## src/rtl/byte_search_initiator.sv

```systemverilog
// Binary-search initiator: steers a byte comparator to locate its hidden target,
// one comparison per accepted cmp_valid, reporting result, step count and error code.
module byte_search_initiator #(
  parameter int TIMEOUT = 15
) (
  input  logic       clk,
  input  logic       rst_n,
  input  logic       start,
  output logic [7:0] probe,
  output logic       probe_valid,
  input  logic       cmp_valid,
  input  logic       cmp_equal,
  input  logic       cmp_greater,
  input  logic       cmp_less,
  output logic       busy,
  output logic       done,
  output logic [7:0] found,
  output logic [3:0] steps,
  output logic [1:0] err_code
);

  typedef enum logic [1:0] {IDLE, PROBE, DONE} state_t;

  localparam logic [7:0] WAIT_LAST = 8'(TIMEOUT - 1);

  state_t     state, state_nx;
  logic [7:0] lo, hi, lo_nx, hi_nx;
  logic [7:0] wait_cnt, wait_nx;
  logic [7:0] found_nx;
  logic [3:0] steps_nx;
  logic [1:0] err_nx;
  logic [8:0] sum, lo_inc, hi_dec;
  logic [7:0] mid;
  logic [1:0] flag_cnt;

  // Midpoint and neighbours kept at 9 bits so the lo>hi exhaustion test cannot wrap.
  assign sum      = {1'b0, lo} + {1'b0, hi};
  assign mid      = sum[8:1];
  assign lo_inc   = {1'b0, mid} + 9'd1;
  assign hi_dec   = {1'b0, mid} - 9'd1;
  assign flag_cnt = {1'b0, cmp_equal} + {1'b0, cmp_greater} + {1'b0, cmp_less};

  assign probe       = (state == PROBE) ? mid : 8'd0;
  assign probe_valid = (state == PROBE);
  assign busy        = (state == PROBE);
  assign done        = (state == DONE);

  always_ff @(posedge clk or negedge rst_n) begin
    if (!rst_n) begin
      state    <= IDLE;
      lo       <= 8'd0;
      hi       <= 8'd255;
      wait_cnt <= 8'd0;
      found    <= 8'd0;
      steps    <= 4'd0;
      err_code <= 2'd0;
    end else begin
      state    <= state_nx;
      lo       <= lo_nx;
      hi       <= hi_nx;
      wait_cnt <= wait_nx;
      found    <= found_nx;
      steps    <= steps_nx;
      err_code <= err_nx;
    end
  end

  always_comb begin
    state_nx = state;
    lo_nx    = lo;
    hi_nx    = hi;
    wait_nx  = wait_cnt;
    found_nx = found;
    steps_nx = steps;
    err_nx   = err_code;
    case (state)
      IDLE: begin
        if (start) begin
          lo_nx    = 8'd0;
          hi_nx    = 8'd255;
          wait_nx  = 8'd0;
          found_nx = 8'd0;
          steps_nx = 4'd0;
          err_nx   = 2'd0;
          state_nx = PROBE;
        end
      end
      PROBE: begin
        if (cmp_valid) begin
          steps_nx = steps + 4'd1;
          wait_nx  = 8'd0;
          // Malformed flag sets outrank everything else.
          if (flag_cnt != 2'd1) begin
            err_nx   = 2'd1;
            state_nx = DONE;
          end else if (cmp_equal) begin
            found_nx = mid;
            err_nx   = 2'd0;
            state_nx = DONE;
          end else if (cmp_greater) begin
            if (mid == 8'd255 || lo_inc > {1'b0, hi}) begin
              err_nx   = 2'd3;
              state_nx = DONE;
            end else begin
              lo_nx = lo_inc[7:0];
            end
          end else begin
            if (mid == 8'd0 || {1'b0, lo} > hi_dec) begin
              err_nx   = 2'd3;
              state_nx = DONE;
            end else begin
              hi_nx = hi_dec[7:0];
            end
          end
        end else begin
          wait_nx = wait_cnt + 8'd1;
          if (wait_cnt == WAIT_LAST) begin
            err_nx   = 2'd2;
            state_nx = DONE;
          end
        end
      end
      DONE: begin
        state_nx = IDLE;
      end
      default: begin
        state_nx = IDLE;
      end
    endcase
  end

endmodule

```

## config.mk

```make
export PLATFORM = sky130hd
export DESIGN_NAME = byte_search_initiator
export DESIGN_NICKNAME = d
export VERILOG_FILES = /design/src/rtl/byte_search_initiator.sv
export SDC_FILE = /design/constraint.sdc
export NUM_CORES = 1
export LEC_CHECK = 0
export CAP_MARGIN = 20
export CORE_ASPECT_RATIO = 0.6
export CORE_MARGIN = 2
export CORE_UTILIZATION = 45
export DETAILED_ROUTE_END_ITERATION = 7
export GPL_TIMING_DRIVEN = 1
export PLACE_DENSITY = 0.62
export SYNTH_ARGS = -nofsm -noshare
export SYNTH_HDL_FRONTEND = slang
export SYNTH_SLANG_ARGS = --single-unit
```

## constraint.sdc

```tcl
create_clock -name clk -period 11.2 [get_ports clk]
set_clock_uncertainty 0.15 [all_clocks]
set_input_delay 1.68 -clock clk [delete_from_list [all_inputs] [get_ports clk]]
set_output_delay 1.68 -clock clk [all_outputs]
set_load 0.03 [all_outputs]
```

==> impl_results.md <==
* Final setup vio count at 0
* Detail Route Antenna Nets at 0
* Post-Synthesis Cell Area at 2900 um2
* Remaining DRCs at 0
* Crit start category: flop
* Yosys warns at 0
* Commonest cells in the netlist: dfrtp_1 (32), ha_1 (29), o21ai_0 (28)
* CTS tree: built
* CORE AREA at around 6200 um2
* Postcts setup bufs at 0
* Post-synth EDFFs at 0
* Post-Syn Area per Cell at 9.03 um2
* Synth cell types at 54
* Die height at between 60 and 70 um
* CP delay by family, top: compound AO/OA/AOI/OAI gates
* Die Span X at 108 um
* Reg-to-reg critical path startpoint: lo[1]$_DFFE_PN0P_
* Top-area cell type share of the netlist area at 27.6%
* Max-cap violation count at 0
* Slew @ Worst Pin at 0.942 ns
* Crit path cell chain: ha_1 > a31o_2 > a21oi_2 > xnor2_1 > and4b_1 > nand3_1 > xnor2_1 > ha_1 > a21oi_1 > o21ai_0 > a211oi_1 > o211ai_1 > a31o_2 > a21oi_2 > nor2_1 > a31o_2
* H-Tree Depth at 2
* WS Path Type: flop to flop
* Fmax at 199 MHz
* Via count at 2432
* Cells on worst reg2reg path at 16
* Drt via density at 5.60
* Yosys reg bits at 40
* Worst Path Buf+Inv at 0
* Slowest stage cell, crit path: xnor2_1
* Area Overhead vs Synth at 15.4%
* Post-Syn Instances at approximately 320
* Hold Path End: err_code[0]$_DFFE_PN0P_
* CTS Hold Bufs at 0
* Final Max Slew Viols at 0
* Clock buffer depth at 2
* Hold Path Origin: err_code[0]$_DFFE_PN0P_
* Layout cells sized above 1 at 8.57%
* CP max FO at 16
* Initial core utilization at 47.0%
* Die ar. at 7120 um2
* Input/output buffers at 31
* Num rows at 22
* Setup TNS at 0 ns
* Pre-antenna DRT Iters at 5
* IO Count at 32
* Routed WL at 7.49 mm
* Clock slew at reported path FFs at 0.09 ns
* Post-detailed-route wirelength per cell at roughly 17 um
* Post-synth net total at 359
* GRT Util Overall at 22.5%
* Final HPWL DP at around 5.7 mm
* CP required at around 11 ns
* Period utilisation layout at 44.8%
* Ant diodes at 0
* Top_reg_cell synth: dfrtp_1
* Initial DRC count at 178
* Seq/Total Area, Yosys at 34.9%
* Final nets at 387
* Post-CTS Resized at 0
* Critical path's largest stage delay at 0.76 ns
* Hold Vio Cnt, Final at 0
* Worst Hold Class: flop to flop
* Status: finished, final reports clean
* Vias in the first global route at 2297
* Dominant cells by area after synthesis: dfrtp_1 (28%), ha_1 (13%), dfstp_2 (7.3%)
* Slew margin rel. at 36.8%
* Capture point of the worst reg-to-reg path: lo[0]$_DFFE_PN0P_
* Total CTS buffers at 5
* Area leader, netlist: dfrtp_1
* Clk sinks at 40
* Overflow after GRT at 0
* Clock Latency Late Sink at 0.30 ns
* Async set or reset register ratio after synthesis at 100%
* Largest net degree at the start of global routing at 41
* Critical Path AT at 5.07 ns
* R2R Setup Slk at between 6 and 7 ns
* Crit. End Element: flop
* Top-count cell post-synth: dfrtp_1
* Gpl congestion at around 0.87
* Initial antenna violation count at 0
* First-pass GRT wire length at about 12 mm
* WHS Path Cells at 1
* RSZ-0062 raised after global routing: false
* Root Buffer: clkbuf_8
* Min Tclk post-route at 5.02 ns
* Cell mode on critical path: a31o_2
-- worst max path at each step --
stage / from / end / slack (ns) / cells past startpoint
after floorplan: lo[0]$_DFFE_PN0P_ / lo[7]$_DFFE_PN0P_ / 7.07 / 19
after global placement: hi[1]$_DFFE_PN1P_ / lo[0]$_DFFE_PN0P_ / 6.32 / 16
after detailed placement: lo[1]$_DFFE_PN0P_ / lo[0]$_DFFE_PN0P_ / 6.30 / 16
after CTS: hi[1]$_DFFE_PN1P_ / probe[4] / 6.24 / 7
after global routing: lo[1]$_DFFE_PN0P_ / lo[0]$_DFFE_PN0P_ / 5.79 / 17
final: lo[1]$_DFFE_PN0P_ / lo[0]$_DFFE_PN0P_ / 6.18 / 16
-- registers in the layout (all words and copies together), names as in the netlist --
register and cells:
found 8, hi 8, lo 8, wait_cnt 8
steps 4, err_code 2, state 2
-- per-layer routing --
metal / global-route usage, % / vias up / share of wire, %
met3: 4.83 / 8 / 7.2
met2: 29.5 / 73 / 38
li1: - / 1189 / -
met5: 0 / - / 0
met4: 4.65 / 0 / 0.96
met1: 36.7 / 1162 / 54
-- cell usage in the layout (no fill, tap or decap), drive strengths merged, types with 6 or more instances in the layout --
master / n
a21oi: 12
clkdlybuf4s50: 30
a22o: 8
nand3: 21
nor2: 27
dfrtp: 32
xor2: 6
inv: 27
dfstp: 8
nand2b: 6
nor3: 7
nand2: 22
xnor2: 13
a31oi: 9
ha: 29
o21ai: 30
and2: 6
-- final cells by class --
class / instances / area (um2)
Multi-Input combinational cell: 241 / 1720
Fill cell: 596 / 2820
Clock buffer: 5 / 68.8
Tap cell: 84 / 105
Clock inverter: 3 / 18.8
Sequential cell: 40 / 1010
Timing Repair Buffer: 33 / 320
Inverter: 28 / 105
-- per-stage QoR --
stage          hold WS [ns]  utilization (%)  worst slack [ns]  std cells  cell area [um2]
5_1_grt               0.386             54.2              5.79        434             3340
4_1_cts               0.362             54.2              6.24        434             3340
2_1_floorplan         0.315                -              7.07        321             2900
6_report              0.350             54.2              6.18        434             3340
3_5_place_dp          0.343             52.8              6.30        426             3260
3_3_place_gp          0.338             52.8              6.32        426             3260
-- kinds of logic (layout without fill, tap and decap cells) --
family	after synthesis	in the layout	share of synthesized area [%]
AO/OA/AOI/OAI	85	85	20.4
adder cells (fa/ha/maj)	31	31	13.9
AND/OR/NAND/NOR	105	105	18.3
multiplexers	1	1	0.345
flip-flops	40	40	34.9
buffers and inverters	40	69	5.96
XOR/XNOR	19	19	6.26
Power is not shown: default switching activity piles up to over one toggle a cycle in this logic, so the estimate is an artifact.
==> edit 1: new RTL, config.mk and constraints unchanged <==
Put a register stage on the outputs `probe`, `probe_valid`, `busy` and `done`. The values now appear one clock later. The other outputs are not delayed to match.
--- a/src/rtl/byte_search_initiator.sv
+++ b/src/rtl/byte_search_initiator.sv
@@ -40,10 +40,12 @@
   assign hi_dec   = {1'b0, mid} - 9'd1;
   assign flag_cnt = {1'b0, cmp_equal} + {1'b0, cmp_greater} + {1'b0, cmp_less};
 
-  assign probe       = (state == PROBE) ? mid : 8'd0;
-  assign probe_valid = (state == PROBE);
-  assign busy        = (state == PROBE);
-  assign done        = (state == DONE);
+  always_ff @(posedge clk) begin
+    probe       <= (state == PROBE) ? mid : 8'd0;
+    probe_valid <= (state == PROBE);
+    busy        <= (state == PROBE);
+    done        <= (state == DONE);
+  end
 
   always_ff @(posedge clk or negedge rst_n) begin
     if (!rst_n) begin
Formal check against the unedited RTL: not equivalent (a bounded check fails within 4 cycles, from zero or initial values and one cycle with rst_n low).
==> edit 1 against the original RTL <==
Non-clock buffer count decreased by 2. Routed wire length up 4.2%. Synthesized area increased by 6.2%. Final area increased by 8.0%. Worst hold slack got worse by 31 ps. Setup slack worse by 190 ps. Sequential share of layout area increased by 3.3 points. Sequential cell count up 10. Critical path type unchanged. Largest cell class unchanged.
==> edit 1: results (changes against the original RTL) <==
status:
  status: "finished, final reports clean"  # unchanged
critical_path:
  worstPathMaxFanout: 11  # was 16
  crit_slowest_cell: "a22oi_1"  # was xnor2_1
  worstReg2RegEnd: "err_code[1]"  # was lo[0]
  reg2reg_setup_slack_ps: 5990  # was 6180 ps
  cpLargestDelayFamily: "compound AO/OA/AOI/OAI gates"  # unchanged
  arrival_ps: 5240  # was 5070 ps
  rr_worst_depth: 16  # unchanged
  r2r_start: "lo[0]"  # was lo[1]
  cpPeakStageDelay_ps: 640  # was 760 ps
logic_synthesis:
  seq_area_frac_synth_pct: 39.33  # was 34.87%
  ys_async_sr_fraction_pct: 80.00  # was 100.0%
  synth_nets: 354  # was 359
  synth_area_leaders: "dfrtp_1 26%, ha_1 12%, dfstp_2 6.8%"  # was dfrtp_1 28%, ha_1 13%, dfstp_2 7.3%
  yosysWarnings: 0  # unchanged
  ys_types: 57  # was 54
  yosys-top-cells-count: "32 x dfrtp_1, 31 x nor2_1, 29 x ha_1, 23 x o21ai_0, 20 x nand2_1"  # was 32 x dfrtp_1, 29 x ha_1, 28 x o21ai_0, 27 x inv_1, 27 x nor2_1
hold_path:
  hold_depth: 1  # unchanged
  hold_path.class: "reg2reg"  # unchanged
  hold_path.startpoint: "state[0]"  # was err_code[0]
  min_to: "done"  # was err_code[0]
final_layout:
  nFillCells: 605  # was 596
  drive_gt1_share_pct: 10.12  # was 8.571%
  nNetsFinal: 383  # was 387
power:
  ir_worst_vdd_mv: 0.1687
clocking:
  clock_latency_ps: 290
  cts_made_buffers: 5  # unchanged
  ctsResizeCount: 0  # unchanged
  cts-root-buf: "clkbuf_16"  # was clkbuf_8
  post_cts_buffers: 0  # unchanged
  htreeDepth: 2  # unchanged
  clk_pin_slew_worst_paths_ps: 70  # was 90 ps
sta:
  slew_headroom_pct: 38.37  # was 36.77%
  whs_ps: 318.9  # was 350.4 ps
route:
  drtIter0Drc: 186  # was 178
  wl_mm: 7.806  # was 7.489 mm
  num_vias: 2491  # was 2,432
  first_pass_iters: 4  # was 5
global_route:
  antenna_found_initial: 0  # unchanged
  grt_use_total_pct: 21.54  # was 22.53%
  first_global_vias: 2303  # was 2,297
  grt_pass1_wl_mm: 12.42  # was 12.27 mm
  grt_max_degree: 41  # unchanged
placement:
  gp_congestion: 0.9672  # was 0.8694
  hpwl_mm: 5.927  # was 5.669 mm
  place.port_buffers: 31  # unchanged
edit 1: changes by cell type after synthesis, sizes merged, moves of 7 or more:
cell / before / now
a2bb2oi: 1 / 8
dfxtp: 0 / 10
inv: 27 / 18
mux2: 0 / 8
nand3: 21 / 9
edit 1: cell families after synthesis:
family | Yosys count | share of synthesized area [%]
and+or+nand+nor | 106 | 18.37
buffers and inverters | 27 | 3.697
adders and majority gates | 31 | 13.08
muxes | 9 | 3.251
DFF | 50 | 39.33
xor gates and xnor gates | 15 | 4.267
AOI/OAI and AO/OA | 78 | 18.00
edit 1: layout make-up:
cell class / count / area (um^2) / area share, %
multi-input cells: 239 / 1754 / 48.55
flip-flops and latches: 50 / 1211 / 33.52
repair buffers: 31 / 305.3 / 8.449
clock buffers: 6 / 128.9 / 3.566
well taps: 87 / 108.9 / 3.012
inverters: 18 / 67.56 / 1.870
clock inverters: 2 / 37.54 / 1.039
edit 1: worst max-delay path by stage:
| stage | startpoint | endpoint | cells past startpoint |
|---|---|---|---|
| floorplan | lo[0] | err_code[1] | 17 |
| global placement | lo[0] | err_code[1] | 16 |
| detailed placement | lo[0] | err_code[1] | 16 |
| CTS | lo[0] | err_code[1] | 16 |
| global route | lo[0] | err_code[1] | 16 |
| finish | lo[0] | err_code[1] | 16 |
edit 1: power breakdown:
part           internal (W)  total, W  leakage, nW  switching, W
Clock              0.000106  0.000174       0.0771     0.0000685
Combinational      0.000268  0.000667         1.03      0.000399
Sequential         0.000232  0.000268        0.596     0.0000361
edit 1: worst reg2reg max path, delay by kind of cell, from the launching register on:
kind            cells  cell delay [ps]
compound gates      8             2320
xor+xnor            1              200
fa+ha+maj           2              700
flops               1              440
simple gates        5             1280
edit 1: through the flow:
step                      total power, W  worst slack (ps)  cells  instance area [um^2]
after floorplan                0.0007361              6812    316                  3079
after global placement         0.0009277              6032    425                  3447
after detailed placement       0.0009289              6099    425                  3447
after CTS                       0.001108              6065    433                  3613
after global routing            0.001189              5748    433                  3613
final                           0.001110              5986    433                  3613
edit 1: layer usage:
| metal | global-route usage (%) | up-vias | share of wire, % |
|---|---|---|---|
| li1 | - | 1203 | - |
| met1 | 35.31 | 1212 | 57 |
| met2 | 28.07 | 71 | 36 |
| met3 | 4.694 | 5 | 7.1 |
| met4 | 3.750 | 0 | 0.40 |
| met5 | 0 | - | 0 |
==> edit 2: new RTL, same flow settings <==
Without the edit above. The parameter `TIMEOUT` goes from 15 to 7.
--- a/src/rtl/byte_search_initiator.sv
+++ b/src/rtl/byte_search_initiator.sv
@@ -1,7 +1,7 @@
 // Binary-search initiator: steers a byte comparator to locate its hidden target,
 // one comparison per accepted cmp_valid, reporting result, step count and error code.
 module byte_search_initiator #(
-  parameter int TIMEOUT = 15
+  parameter int TIMEOUT = 7
 ) (
   input  logic       clk,
   input  logic       rst_n,
Check against the original RTL: same outputs for any inputs over 4 cycles, from zero or initial values and one cycle with rst_n low; that may be too few to reach the edited logic, so the function may still have changed.
==> edit 2 against the original RTL <==
Sequential share of layout area decreased by 0.83 points. Global-route usage increased by 0.32 points. Count of clock-buffer cells in the layout unchanged. Sequential cell count unchanged. Routed wire length increased by 0.69%. Setup slack got worse by 42 ps. Register-to-register slack improved by 140 ps. Synthesized area increased by 1.8%. Final area increased by 2.8%. Critical endpoint is now probe[4].
Power is not shown: default switching activity piles up to over one toggle a cycle in this logic, so the estimate is an artifact.
==> edit 2: results (changes against the original RTL) <==
route:
  drtIter0Drc: 175  # was 178
  drt-met1-wl_mm: 4.119  # was 4.062 mm
  routed-wl-met2_mm: 2.799  # was 2.816 mm
  wl_per_cell_um: 17.14  # was 17.26 um
  dr_wl_met3_um: 597  # was 537 um
  first_pass_iters: 6  # was 5
global_route:
  grt_pass1_wl_mm: 12.47  # was 12.27 mm
  first_global_vias: 2420  # was 2,297
logic_synthesis:
  seq_area_frac_synth_pct: 34.25  # was 34.87%
  synth_nets: 362  # was 359
  yosys-top-cells-count: "34 x nand2_1, 32 x dfrtp_1, 29 x ha_1, 26 x o21ai_0, 25 x inv_1"  # was 32 x dfrtp_1, 29 x ha_1, 28 x o21ai_0, 27 x inv_1, 27 x nor2_1
  synth_area_leaders: "dfrtp_1 27%, ha_1 12%, dfstp_2 7.1%"  # was dfrtp_1 28%, ha_1 13%, dfstp_2 7.3%
critical_path:
  worstReg2RegEnd: "lo[4]"  # was lo[0]
  rr_worst_depth: 17  # was 16
  worstPathMaxFanout: 6  # was 16
  r2r_start: "hi[2]"  # was lo[1]
  reg2reg_setup_slack_ps: 6320  # was 6180 ps
placement:
  hpwl_mm: 5.666  # was 5.669 mm
  dp_slack_ps: 6002  # was 6298 ps
  gp_congestion: 0.8725  # was 0.8694
final_layout:
  nNetsFinal: 393  # was 387
  drive_gt1_share_pct: 9.831  # was 8.571%
hold_path:
  min_to: "found[6]"  # was err_code[0]
sta:
  whs_ps: 334.7  # was 350.4 ps
  fmax_ghz: 0.1975  # was 0.1992 GHz
status:
  status: "finished, final reports clean"  # unchanged
==> edit 2: how the worst max path moves through the flow <==
stage,cells past startpoint,slack [ps],to,start
finish,6,6140,probe[4],hi[2]
global route,17,6010,lo[4],hi[2]
CTS,16,5950,lo[5],hi[2]
detailed placement,16,6000,lo[5],hi[2]
global placement,16,6140,lo[5],hi[2]
floorplan,17,7090,lo[4],hi[2]
==> edit 2: layout make-up <==
cell class | instances | area (um^2) | area share [%]
clock buffers | 5 | 68.82 | 2.001
clock inverters | 3 | 42.54 | 1.237
inverters | 26 | 97.59 | 2.838
multi-input cells | 250 | 1800 | 52.37
flip-flops and latches | 40 | 1011 | 29.40
well taps | 84 | 105.1 | 3.057
repair buffers | 32 | 312.8 | 9.098
==> edit 2: cell families after synthesis <==
logic type / after synthesis / share of synthesized area (%)
flip-flops: 40 / 34.25
XOR/XNOR: 18 / 5.977
multiplexers: 10 / 4.578
buffers and inverters: 34 / 4.748
AO/OA/AOI/OAI: 80 / 18.57
adder cells (fa/ha/maj): 31 / 13.65
AND/OR/NAND/NOR: 111 / 18.23
==> edit 2: stage by stage <==
step,instances,util (%),area (um^2)
after floorplan,324,-,2952
after global placement,431,53.36,3319
after detailed placement,431,53.36,3319
after CTS,439,55.15,3431
after global routing,440,55.27,3438
final,440,55.27,3438
==> edit 2: routing by layer <==
layer  track usage [%]  up-vias
li1                  -     1217
met1             36.14     1164
met2             31.41       87
met3             4.795        2
met4             4.327        0
met5                 0        -
==> edit 2: critical path, cell delays in order, from the launching register on <==
cell	delay [ps]
dfstp_2	560
ha_1	290
a21oi_1	400
nand2_1	200
a221oi_2	600
and2_1	210
clkdlybuf4s50_1	670
